==> src/rtl/vram_arbiter.sv <==
`default_nettype none
// ============================================================================
// Module   : vram_arbiter
// Brief    : Shared video RAM arbiter for screen/palette fetch, palette write
//            and CPU access, with bounded screen bursts and CPU overrun flag.
// Revision : 1.0 - initial release
// ============================================================================
module vram_arbiter #(
  parameter int SCR_CYCLES = 2,
  parameter int UPW_CYCLES = 1,
  parameter int SCR_BURST  = 4,
  parameter int CPU_MAX    = 6
) (
  input  logic clk28,
  input  logic rst,
  input  logic i_scr_req,
  input  logic i_scr_up,
  output logic o_screen_fetch,
  output logic o_screen_fetch_up,
  output logic o_scr_ack,
  input  logic i_cpu_req,
  output logic o_cpu_grant,
  input  logic i_contention_en,
  output logic o_cpu_wait,
  input  logic i_upw_req,
  output logic o_up_write_req,
  output logic o_upw_ack,
  output logic o_overrun
);

  typedef enum logic [1:0] {
    S_IDLE = 2'd0,
    S_SCR  = 2'd1,
    S_UPW  = 2'd2,
    S_CPU  = 2'd3
  } state_t;

  localparam logic [2:0] c_SCR_LAST  = 3'(SCR_CYCLES - 1);
  localparam logic [2:0] c_UPW_LAST  = 3'(UPW_CYCLES - 1);
  localparam logic [3:0] c_BURST_MAX = 4'(SCR_BURST);
  localparam logic [4:0] c_CPU_MAX   = 5'(CPU_MAX);
  localparam logic [4:0] c_HOLD_SAT  = 5'd31;

  state_t     r_state, w_state_nxt, w_pick;
  logic [2:0] r_acc, w_acc_nxt;
  logic [3:0] r_burst, w_burst_nxt;
  logic [4:0] r_hold, w_hold_nxt;
  logic       r_fair, w_fair_nxt;
  logic       r_up, w_up_nxt;
  logic       r_overrun, w_overrun_nxt;
  logic       r_sf, r_sfu, r_sack, r_cg, r_uw, r_uack;
  logic       w_arb, w_burst_full, w_non_scr;

  // Arbitration point: idle, final cycle of a timed access, or CPU released.
  always_comb begin
    w_arb = (r_state == S_IDLE)
         || ((r_state == S_SCR) && (r_acc == c_SCR_LAST))
         || ((r_state == S_UPW) && (r_acc == c_UPW_LAST))
         || ((r_state == S_CPU) && !i_cpu_req);
    w_burst_full = (r_burst == c_BURST_MAX);
    w_non_scr    = i_cpu_req || i_upw_req;

    w_pick = S_IDLE;
    if (i_scr_req && !(w_burst_full && w_non_scr)) begin
      w_pick = S_SCR;
    end else if (i_cpu_req && (!i_upw_req || !r_fair)) begin
      w_pick = S_CPU;
    end else if (i_upw_req) begin
      w_pick = S_UPW;
    end
  end

  always_comb begin
    w_state_nxt   = r_state;
    w_acc_nxt     = 3'd0;
    w_fair_nxt    = r_fair;
    w_up_nxt      = r_up;
    w_burst_nxt   = 4'd0;
    w_hold_nxt    = 5'd0;
    w_overrun_nxt = r_overrun;

    if (w_arb) begin
      w_state_nxt = w_pick;
      if ((w_pick == S_CPU) || (w_pick == S_UPW)) begin
        w_fair_nxt = ~r_fair;
      end
      if (w_pick == S_SCR) begin
        w_up_nxt = i_scr_up;
      end
    end else if ((r_state == S_SCR) || (r_state == S_UPW)) begin
      w_acc_nxt = r_acc + 3'd1;
    end

    if (w_state_nxt == S_SCR) begin
      if (!w_arb) begin
        w_burst_nxt = r_burst;
      end else if (r_state == S_SCR) begin
        w_burst_nxt = w_burst_full ? r_burst : r_burst + 4'd1;
      end else begin
        w_burst_nxt = 4'd1;
      end
    end

    if (w_state_nxt == S_CPU) begin
      if (r_state == S_CPU) begin
        w_hold_nxt = (r_hold == c_HOLD_SAT) ? r_hold : r_hold + 5'd1;
      end else begin
        w_hold_nxt = 5'd1;
      end
      if ((w_hold_nxt > c_CPU_MAX) && i_scr_req) begin
        w_overrun_nxt = 1'b1;
      end
    end
  end

  // Output flops are loaded from the next state so they line up with it.
  always_ff @(posedge clk28 or posedge rst) begin
    if (rst) begin
      r_state   <= S_IDLE;
      r_acc     <= 3'd0;
      r_burst   <= 4'd0;
      r_hold    <= 5'd0;
      r_fair    <= 1'b0;
      r_up      <= 1'b0;
      r_overrun <= 1'b0;
      r_sf      <= 1'b0;
      r_sfu     <= 1'b0;
      r_sack    <= 1'b0;
      r_cg      <= 1'b0;
      r_uw      <= 1'b0;
      r_uack    <= 1'b0;
    end else begin
      r_state   <= w_state_nxt;
      r_acc     <= w_acc_nxt;
      r_burst   <= w_burst_nxt;
      r_hold    <= w_hold_nxt;
      r_fair    <= w_fair_nxt;
      r_up      <= w_up_nxt;
      r_overrun <= w_overrun_nxt;
      r_sf      <= (w_state_nxt == S_SCR);
      r_sfu     <= (w_state_nxt == S_SCR) && w_up_nxt;
      r_sack    <= (w_state_nxt == S_SCR) && (w_acc_nxt == c_SCR_LAST);
      r_cg      <= (w_state_nxt == S_CPU);
      r_uw      <= (w_state_nxt == S_UPW);
      r_uack    <= (w_state_nxt == S_UPW) && (w_acc_nxt == c_UPW_LAST);
    end
  end

  assign o_screen_fetch    = r_sf;
  assign o_screen_fetch_up = r_sfu;
  assign o_scr_ack         = r_sack;
  assign o_cpu_grant       = r_cg;
  assign o_up_write_req    = r_uw;
  assign o_upw_ack         = r_uack;
  assign o_overrun         = r_overrun;
  assign o_cpu_wait        = i_contention_en && i_cpu_req && !r_cg;

endmodule
`default_nettype wire

==> config.mk <==
export PLATFORM = sky130hd
export DESIGN_NAME = vram_arbiter
export DESIGN_NICKNAME = d
export VERILOG_FILES = /design/src/rtl/vram_arbiter.sv
export SDC_FILE = /design/constraint.sdc
export NUM_CORES = 1
export LEC_CHECK = 0
export CORE_ASPECT_RATIO = 1.4
export CORE_MARGIN = 1.5
export CORE_UTILIZATION = 60
export CTS_BUF_LIST = sky130_fd_sc_hd__clkbuf_4
export DETAILED_ROUTE_END_ITERATION = 10
export PLACE_DENSITY = 0.9
export SYNTH_ARGS = -nofsm -noshare
export SYNTH_HDL_FRONTEND = slang
export SYNTH_SLANG_ARGS = --single-unit
==> constraint.sdc <==
create_clock -name clk28 -period 5 [get_ports clk28]
set_input_delay 1.5 -clock clk28 [delete_from_list [all_inputs] [get_ports clk28]]
set_output_delay 1.5 -clock clk28 [all_outputs]
set_load 0.01 [all_outputs]
==> impl_metrics.tcl <==
set metrics [dict create \
    timing.max_cap.violations 0 \
    fin_worst_skew_ns 0.00528 \
    comb_power_share_pct 52.2 \
    synth_top_cell_area_share_pct 44.2 \
    synth-edff-count 0 \
    synthesis.instances 121 \
    h_tree_level_count 1 \
    period_minus_slack_ns 4.30 \
    insertion_delay_ns 0.32 \
    cts-buffers-inserted 3 \
    highest-signal-layer "met4" \
    status "finished, final reports clean" \
    critical_path.reg2reg.startpoint "r_state[1]" \
    irDropWorstVdd_v 0.000412 \
    synth_top_area_cell "sky130_fd_sc_hd__dfrtp_1" \
    cts_repair_resize_count 0 \
    power.share.clock_pct 12.0 \
    cts_tree "built" \
    slew_violations 0 \
    num-nets-final 156 \
    slew_headroom_pct 43.7 \
    final.setup.tns_ns 0 \
    antenna_violating_nets_post_route 0 \
    net_switching_component_of_the_power_uw 322 \
    timing.reg2reg.setup_slack_ns 2.66 \
    critPathLaunchType "input port" \
    cts.sinks 23 \
    area_growth_pct 14.2 \
    route.vias.total 916 \
    floorplan.io_pins 15 \
    synth-seq-cells 23 \
    number_of_global_route_vias_before_repair 936 \
    synthesis.nets 138 \
    die_area_mm2 0.00246 \
    clockRootBuffer "sky130_fd_sc_hd__clkbuf_4" \
    pwr-share-seq_pct 35.9 \
    drt_iter0_markers 23 \
    cts-root-to-sink-buffers 2 \
    antenna_cells_inserted 0 \
    pin_count_of_the_biggest_net_entering_global_routing 24 \
    postSynth.topFlopCell "sky130_fd_sc_hd__dfrtp_1" \
    worstPathArrival_ns 2.80 \
    synthArstFlopShare_pct 100 \
    timing.reg2reg.worst_path_depth 7 \
    grt_util_all_layers_pct 22.2 \
    preCtsSetupSlack_ns 0.692 \
    power.density_mw_per_mm2 524 \
    class_of_the_worst_hold_path "reg2reg" \
    clock_pin_slew_worst_setup_and_hold_paths_ns 0.12 \
    vias_per_cell 5.76 \
    synth.avg_cell_area_um2 10.8 \
    die_boundary_width_um 42.4 \
    yosysWarnings 0 \
    hold_viol 0 \
    yosys-top-cells-area "sky130_fd_sc_hd__dfrtp_1 44%, sky130_fd_sc_hd__ha_1 9.6%, sky130_fd_sc_hd__inv_1 4.6%" \
    critPathMaxFanout 4 \
    rows 19 \
    hpwl_um 1870 \
    wire_length_of_the_first_global_routing_pass_um 4040 \
    dr.pass1.iters 4 \
    p_int_uw 458 \
    post-synth-top-count-cell "sky130_fd_sc_hd__dfrtp_1" \
    routabilityCongestion 0.811 \
    post_route_cells_drive_above_1_share_pct 13.0 \
    grt_setup_unrepaired "false" \
    die_height_um 58.1 \
    wl_met3_um 81 \
    overflow 0 \
    antenna_violations_before_repair 0 \
    criticalPathCategory "in2out" \
    clock.fmax_ghz 0.233 \
    startpoint "i_cpu_req" \
    timing.rr.end "r_hold[0]" \
    setup_violations 0 \
    wl_per_cell_um 15.1 \
    power_switching_share_pct 41.2 \
    placeableCoreArea_mm2 0.00200 \
    worstPathRequired_ns 3.50 \
    worstSetupEndpoint "o_cpu_wait" \
    synth_common_cells "23 x sky130_fd_sc_hd__dfrtp_1, 16 x sky130_fd_sc_hd__inv_1, 13 x sky130_fd_sc_hd__nor2_1, 10 x sky130_fd_sc_hd__ha_1, 7 x sky130_fd_sc_hd__nand2_1" \
    detail_route.wirelength.met1_um 876 \
    detailed_routed_wire_length_on_met2_um 1370 \
    period_share_pct 86.0 \
    crit_path_end_kind "primary output" \
    drt_wirelength_um 2400 \
    seq_area_frac_synth_pct 44.2 \
    post_cts_hold_buffer_count 0 \
    worst_pin_slew_ns 0.844 \
    cts_setup_buffers 0 \
    netlist-cell-type-count 39 \
    synth.cell_area_mm2 0.00130 \
    route.detailed.drc 0 \
    post-route-worst-setup-slack_ns 0.700 \
    p_leak_uw 0.000705 \
    initial_cell_density_of_the_core_pct 65.2 \
    port_buffers 14 \
]
-- power groups by stage --
| stage | clock (µW) | combinational (µW) | sequential, µW |
|---|---|---|---|
| global placement | 0 | 387 | 278 |
| CTS | 95.2 | 410 | 279 |
| global route | 101 | 448 | 285 |
| detailed placement | 0 | 408 | 284 |
| floorplan | 0 | 307 | 283 |
| finish | 93.3 | 407 | 280 |
-- per-stage QoR --
step	instances	instance area (µm²)	utilization, %	total power [µW]	hold WS, ns
4_1_cts	159	1490	74.5	785	0.483
5_1_grt	159	1490	74.5	835	0.518
6_report	159	1490	74.5	780	0.477
3_5_place_dp	155	1460	73.0	692	0.454
2_1_floorplan	121	1300	-	590	0.445
3_3_place_gp	155	1460	73.0	665	0.450
-- worst min path at each step --
stage               cells past startpoint       from        end  slack [ns]
global route                            2  o_overrun  o_overrun        0.52
finish                                  2  o_overrun  o_overrun        0.48
detailed placement                      2  o_overrun  o_overrun        0.45
CTS                                     2  o_overrun  o_overrun        0.48
floorplan                               1     r_fair     r_fair        0.45
global placement                        2  o_overrun  o_overrun        0.45
-- sequential cells by signal, indices dropped and copies added, names as in the netlist --
signal             flops
r_state                2
o_overrun              1
o_screen_fetch_up      1
o_cpu_grant            1
r_up                   1
o_upw_ack              1
o_screen_fetch         1
o_scr_ack              1
r_burst                4
r_hold                 5
r_fair                 1
o_up_write_req         1
r_acc                  3
-- worst max-delay path: stages --
cell                              delay (ns)
sky130_fd_sc_hd__clkdlybuf4s50_1        0.60
sky130_fd_sc_hd__nand2_1                0.08
sky130_fd_sc_hd__nor2_1                 0.09
sky130_fd_sc_hd__clkdlybuf4s50_1        0.53
-- cell type report --
type / instances / area (µm²)
timing repair buffer: 14 / 140
multi-input combinational: 80 / 652
tap: 21 / 26.3
inverter: 17 / 63.8
clock buffer: 4 / 30.0
sequential: 23 / 576
fill: 149 / 509
-- metal layers --
metal  vias up  track usage (%)
met1       444             23.0
met5         -                0
met2        27             41.5
met4         0             12.9
met3         7             3.12
li1        438                -
-- cell families after synthesis --
family | share of synthesized area [%]
adder cells (fa/ha/maj) | 10.4
flip-flops | 44.2
multiplexers | 4.71
XOR/XNOR | 4.03
buffers and inverters | 5.76
AND/OR/NAND/NOR | 18.6
AO/OA/AOI/OAI | 12.3
-- cell usage in the layout (no fill, tap or decap), drive strengths merged --
cell type	n
nand2	7
nand2b	1
dfrtp	23
nor3	3
o211ai	2
a21oi	5
a311oi	1
a21boi	1
and2b	1
nor2b	1
a31oi	1
o31ai	1
nand4	1
nor2	14
a22oi	1
o221ai	1
ha	10
mux2i	3
maj3	1
and2	2
a221oi	1
nand3	6
mux2	1
inv	17
or2	1
xnor2	4
clkdlybuf4s50	14
and3	2
a211oi	1
clkbuf	4
xor2	2
o21ai	2
nand4b	1
nand3b	2
Power figures use the tool's default switching activity.
